--- src/rtl/ca3_hash_pkg.sv ---
`default_nettype none
// ============================================================================
//  Module   : ca3_hash_pkg
//  Purpose  : Shared types and default sizing for the CA3 hash core.
//  Revision : 1.0
// ============================================================================
package ca3_hash_pkg;

  // Default round count and round-index width, shared with the constant ROM.
  localparam int CA3_ROUNDS = 16;
  localparam int CA3_IDX_W  = 5;

  // Controller FSM states.
  typedef enum logic [1:0] {
    IDLE  = 2'd0,
    LOAD  = 2'd1,
    ROUND = 2'd2,
    OUT   = 2'd3
  } ca3_ctrl_state_t;

endpackage
`default_nettype wire

--- src/rtl/ca3_round_counter.sv ---
`default_nettype none
// ============================================================================
//  Module   : ca3_round_counter
//  Purpose  : Round index counter; clears on request, advances when enabled,
//             and saturates at the final round of a block.
//  Revision : 1.0
// ============================================================================
module ca3_round_counter #(
  parameter int ROUNDS = 16,
  parameter int IDX_W  = 5
) (
  input  logic             clk,
  input  logic             rst,
  input  logic             clr,
  input  logic             en,
  output logic [IDX_W-1:0] idx,
  output logic             term
);

  localparam logic [IDX_W-1:0] LAST_IDX = IDX_W'(ROUNDS - 1);

  // Final round reached; also blocks further increments so the index saturates.
  assign term = (idx == LAST_IDX);

  // Clear has priority over advance; increments stop at the final round.
  always_ff @(posedge clk or posedge rst) begin
    if (rst) begin
      idx <= '0;
    end else if (clr) begin
      idx <= '0;
    end else if (en && !term) begin
      idx <= idx + 1'b1;
    end
  end

endmodule
`default_nettype wire

--- src/rtl/ca3_hash_ctrl.sv ---
`default_nettype none
// ============================================================================
//  Module   : ca3_hash_ctrl
//  Purpose  : Sequencing controller for the CA3 hash round datapath. Accepts
//             message blocks, drives load/init/round strobes and presents the
//             digest over a valid/ready handshake.
//  Revision : 1.0
// ============================================================================
module ca3_hash_ctrl
  import ca3_hash_pkg::*;
#(
  parameter int ROUNDS = CA3_ROUNDS,
  parameter int IDX_W  = CA3_IDX_W
) (
  input  logic             clk,
  input  logic             rst,
  input  logic             in_valid,
  input  logic             in_last,
  output logic             in_ready,
  output logic             state_ld,
  output logic             init_sel,
  output logic             round_en,
  output logic [IDX_W-1:0] round_idx,
  output logic             out_valid,
  input  logic             out_ready,
  output logic             busy
);

  ca3_ctrl_state_t state;
  logic            first;   // next accepted block starts a new message
  logic            last_q;  // block in flight is the final one of its message
  logic            term;

  // The LOAD strobe doubles as the counter clear; rounds advance it.
  ca3_round_counter #(
    .ROUNDS (ROUNDS),
    .IDX_W  (IDX_W)
  ) u_round_counter (
    .clk  (clk),
    .rst  (rst),
    .clr  (state_ld),
    .en   (round_en),
    .idx  (round_idx),
    .term (term)
  );

  // Control FSM; every output is a register so no input reaches an output combinationally.
  always_ff @(posedge clk or posedge rst) begin
    if (rst) begin
      state     <= IDLE;
      first     <= 1'b1;
      last_q    <= 1'b0;
      in_ready  <= 1'b1;
      state_ld  <= 1'b0;
      init_sel  <= 1'b0;
      round_en  <= 1'b0;
      out_valid <= 1'b0;
      busy      <= 1'b0;
    end else begin
      case (state)
        IDLE: begin
          if (in_valid) begin
            last_q   <= in_last;
            state    <= LOAD;
            in_ready <= 1'b0;
            state_ld <= 1'b1;
            init_sel <= first;
            busy     <= 1'b1;
          end
        end
        LOAD: begin
          state    <= ROUND;
          state_ld <= 1'b0;
          init_sel <= 1'b0;
          round_en <= 1'b1;
        end
        ROUND: begin
          if (term) begin
            first    <= 1'b0;
            round_en <= 1'b0;
            if (last_q) begin
              state     <= OUT;
              out_valid <= 1'b1;
            end else begin
              state    <= IDLE;
              in_ready <= 1'b1;
              busy     <= 1'b0;
            end
          end
        end
        OUT: begin
          if (out_ready) begin
            state     <= IDLE;
            first     <= 1'b1;
            last_q    <= 1'b0;
            out_valid <= 1'b0;
            in_ready  <= 1'b1;
            busy      <= 1'b0;
          end
        end
        default: begin
          state <= IDLE;
        end
      endcase
    end
  end

endmodule
`default_nettype wire

--- config.mk ---
export PLATFORM = sky130hd
export DESIGN_NAME = ca3_hash_ctrl
export DESIGN_NICKNAME = d
export VERILOG_FILES = /design/src/rtl/ca3_hash_pkg.sv /design/src/rtl/ca3_round_counter.sv /design/src/rtl/ca3_hash_ctrl.sv
export SDC_FILE = /design/constraint.sdc
export NUM_CORES = 1
export LEC_CHECK = 0
export CAP_MARGIN = 20
export CORE_MARGIN = 3
export CORE_UTILIZATION = 48
export DETAILED_ROUTE_END_ITERATION = 8
export GPL_TIMING_DRIVEN = 0
export PLACE_DENSITY = 0.73
export SYNTH_ARGS = -nofsm -noshare
export SYNTH_HDL_FRONTEND = slang
export SYNTH_SLANG_ARGS = --single-unit
--- constraint.sdc ---
create_clock -name clk -period 2.7 [get_ports clk]
set_input_delay 0.405 -clock clk [delete_from_list [all_inputs] [get_ports clk]]
set_output_delay 0.405 -clock clk [all_outputs]
set_load 0.005 [all_outputs]
---- Word level (Yosys, flattened, before mapping) ----
Index checks and enable logic that the tools add are counted.
storage, ports and cells
  word-level logic and storage cells ...... 64
  register bits after elaboration ......... 15
  input bits .............................. 5
cells by class
  add/subtract/negate cells ............... 1
  multiplexer cells ....................... 28
  equality and inequality tests ........... 9
  reductions and logical operators ........ 16
operators by type and width
  kind                                                                      count
  1-bit two-way mux                                                         13
  1-bit case mux with 2 select lines                                        6
  5-bit two-way mux                                                         2
  2-bit nonzero test                                                        5
  3-bit AND reduction                                                       3
  2-bit two-way mux                                                         4
  2-bit inequality test (second input constant)                             4
  2-bit case mux with 4 select lines                                        1
  1-bit case mux with 3 select lines                                        2
  5-bit by 1-bit adder with 5-bit output (second input constant)            1
  5-bit by 4-bit == test with 1-bit output (second input constant)          1
  5-bit AND reduction                                                       1
  2-bit == test (second input constant)                                     2
  2-bit AND reduction                                                       2
  4-bit AND reduction                                                       1
  3-bit nonzero test                                                        1
  2-bit by 1-bit == test with 1-bit output (second input constant)          1
  2-bit zero test                                                           1
  2-bit by 1-bit inequality test with 1-bit output (second input constant)  1
  1-bit logical AND                                                         1
  1-bit zero test                                                           1

---- Depth between registers and ports, before layout ----
  word-level depth ........................ 5
  gate-level depth with buffers ........... 6

---- Modules after synthesis ----
A second synthesis with hierarchy kept.
second synthesis, totals
  cells, all modules ...................... 72
  area total of the unflattened synthesis .. 745.7 um^2
by module, submodules not included
  module             cells an instance  times used  area an instance (um^2)
  ca3_hash_ctrl      48                 1           481.7
  ca3_round_counter  24                 1           264.0

---- Worst setup path after synthesis ----
Ideal clock, no wire load.
  path kind ............................... flip-flop to flip-flop
  from .................................... reg u_round_counter.idx[0]
  to ...................................... reg u_round_counter.idx[3]
  path buffers ............................ 0
  clock period less this slack ............ 1.779 ns
  data arrival time ....................... 1.654 ns
  path slack .............................. 0.921 ns
  cell stages (with the launch flop) ...... 7
  setup time .............................. 0.125 ns
  cell sequence ........................... dfrtp_1 > ha_1 > and3_1 > ha_1 > nor2b_4 > nand4_2 > mux2_4
between the ends
  longest elaborated chain between the ends .. 4
  elaborated cells between the ends (all ways) .. 7
  those cells by class .................... 1 x add/sub; 1 x eq/ne; 2 x mux; 3 x reduce/logical
ends and longest elaborated chain
  element                                                                                         line                     RTL
  from (decl)                                                                                     ca3_round_counter.sv:16  output logic [IDX_W-1:0] idx,
  from (signal assigned)                                                                          ca3_round_counter.sv:32  idx <= idx + 1'b1;
  parallel branches: the longest is 4 deep, another holds 5-bit by 1-bit adder with 5-bit output  n/a
Parallel ways; which one is timed is not known. The select of a mux whose other input is x is not followed.
A chain may end at the register's enable or synchronous reset.

---- Worst setup path in the final report ----
Same ends and word-level chain as after synthesis.

==> results.cfg <==
[finish]
final_area_um2 = 933.4
n_fill_cell = 105
drive_gt1_share_pct = 15.56
nets = 98
diodes = 0
area_growth_pct = 27.09

[clocking]
cts_resized = 0
cts_setup_buffers = 0
clkSinkCount = 15
cts_hold_buf = 0
clk_pin_slew_ns = 0.10
cts_tree = done
cts_buffers = 3
clk_path_buf_depth = 2
clkLatencyLatePin_ns = 0.29
htreeDepth = 1
root_buffer = clkbuf_4

[synth]
syn_area_um2 = 734.5
yosysSeqAreaShare_pct = 51.45
synthCells = 71
yosys_warnings = 0
syn_nets = 78
synthArstFlopShare_pct = 100.0
yosysTopAreaCell = dfrtp_1
ys_ff_latch = 15
synth_edf_count = 0
synth-main-ff-cell = dfrtp_1
synthTopCellsByArea = dfrtp_1, dfstp_2, a21oi_1
synthDistinctLibCells = 31
yosys.area.top_type_share_pct = 44.29
syn_avg_cell_area_um2 = 10.34

[placed_design]
post_dp_cell_area_um2 = 903.4
routabilityCongestion = 0.7205
dp_hpwl_um = 1023
io_buffers = 15

[power_and_ir_drop]
power_frac_seq_pct = 43.7
worst_ir_drop_vdd_uv = 582.1
combPwrFrac_pct = 41.2
power_density_mw_per_mm2 = 953.0
pwr-share-clk_pct = 15.1
switching_share_pct = 34.93
p_int_w = 0.0005788
p_sw_w = 0.0003107
p_leak_nw = 0.4304

[die]
die_w_um = 45.12
fp-row-count = 13
fp.dieH_um = 45.12
ios = 16
coreArea_mm2 = 0.001366
initial_utilization_pct = 53.75
die_area_mm2 = 0.002035

[status]
status = finished clean

[setup_path]
crit_top_cell = ha_1
path_cells = ha_1, and3_1, ha_1, nor2b_4, nand4_2, mux2_4
critical-path-slowest-cell = dfrtp_1
start_kind = flip-flop
endpoint_kind = flip-flop
cp.required_ns = 2.88
worst-path-buf-inv = 0
path_class = reg -> reg
path_max_fanout = 7
cp_top_family = simple AND/OR/NAND/NOR gates
crit_arrival_ns = 2.11
cp_slowest_stage_delay_ns = 0.43

[sta]
period_needed_ns = 1.932
slew_headroom_pct = 63.86
hold_violations = 0
fmax_mhz = 517.5
finalCritPeriodShare_pct = 71.57
finalSetupViolations = 0
finalSetupTns_ns = 0
skew_ns = 0.003983
holdWs_ns = 0.4471
maxSlewViolCount = 0
rsz0062_at_grt = no
worst_pin_slew_ns = 0.5415

[drt]
vias_per_cell = 5.352
drt-total-wl_um = 1390
drc = 0
wl_per_cell_um = 13.24
drt_iter0_drc = 12
ant_nets = 0
firstDrtPassIters = 4
vias = 562

[global_route]
track_usage_pct = 16.64
antenna_found_initial = 0
grt_pass1_vias = 551
grt_overflow = 0
grt_start_max_net_pins = 16
grt_pass1_wl_um = 2387

[worst_hold_path]
worstHoldPathType = in -> async

[flow_run]
max-cap-violations = 0
## cell usage after synthesis (all sizes together) (2+ instances only)
library cell	instances
dfrtp	13
nor2	9
a21oi	7
inv	6
nand2	5
o21ai	4
buf	2
dfstp	2
ha	2
nand2b	2
nor3b	2
## routing by layer
layer / vias up / part of all wire (%) / track usage [%]
met5: - / 0 / 0
met3: 4 / 4.6 / 2.789
met2: 13 / 44 / 24.58
met4: 0 / 2.4 / 10.53
li1: 276 / - / -
met1: 269 / 49 / 22.42
## layout by cell type, fill, tap and decap left out, types with 2 or more instances in the layout
cell type         n
inv_1             6
nand2_1           5
nand2b_1          2
dfrtp_1          13
clkbuf_4          3
clkdlybuf4s50_1  15
o21ai_0           3
nor2_1            9
a21oi_1           7
ha_1              2
dfstp_2           2
## cell families after synthesis
kind of cell	synth area share, %
xor+xnor	2.385
fa+ha+maj	3.407
compound gates	13.63
mux	3.407
simple gates	20.44
buf+inv	5.280
flops	51.45
## worst reg2reg max path: cells and delay by family, from the launching register on
family | cells | cell delay (ns)
DFF | 1 | 0.43
muxes | 1 | 0.31
and+or+nand+nor | 3 | 0.57
adders and majority gates | 2 | 0.52
## cell type report
cell class	instances	area (um^2)	area share, %
clock buffers	3	22.52	2.413
well taps	15	18.77	2.011
flip-flops and latches	15	377.9	40.48
repair buffers	15	150.1	16.09
inverters	6	22.52	2.413
multi-input cells	48	317.8	34.05
clock inverters	1	7.507	0.8043
plain buffers	2	16.27	1.743
## worst paths after layout
| kind | from | slack, ns | depth (start not counted) | to |
|---|---|---|---|---|
| max in group asynchronous | rst | 1.88 | 2 | first |
| hold reg to reg | busy | 0.50 | 1 | busy |
| hold / removal | rst | 0.45 | 2 | u_round_counter.idx[1] |
| setup reg to reg | u_round_counter.idx[0] | 0.77 | 6 | u_round_counter.idx[3] |
| min in group clk | busy | 0.50 | 1 | busy |
| setup / recovery | u_round_counter.idx[0] | 0.77 | 6 | u_round_counter.idx[3] |
## registers in the layout, summed over array words and instances, names as in the netlist
| register | flops |
|---|---|
| busy | 1 |
| init_sel | 1 |
| out_valid | 1 |
| in_ready | 1 |
| state_ld | 1 |
| last_q | 1 |
| u_round_counter.idx | 5 |
| round_en | 1 |
| first | 1 |
| state | 2 |
## power by group through the flow
stage	logic [W]	clock network [W]	registers, W
2_1_floorplan	0.000208	0	0.000385
3_3_place_gp	0.000359	0	0.000389
3_5_place_dp	0.000367	0	0.000393
4_1_cts	0.000369	0.000139	0.000389
5_1_grt	0.000412	0.000147	0.000403
6_report	0.000366	0.000134	0.000389
## stage by stage
step	instances	worst slack, ns	total power, W	utilization [%]
floorplan	71	0.9207	0.0005926	-
global placement	101	0.8085	0.0007479	66.12
CTS	105	0.7647	0.0008970	68.32
global route	105	0.6395	0.0009615	68.32
finish	105	0.7676	0.0008895	68.32
detailed placement	101	0.7794	0.0007605	66.12
(Power assumes the default switching activity.)
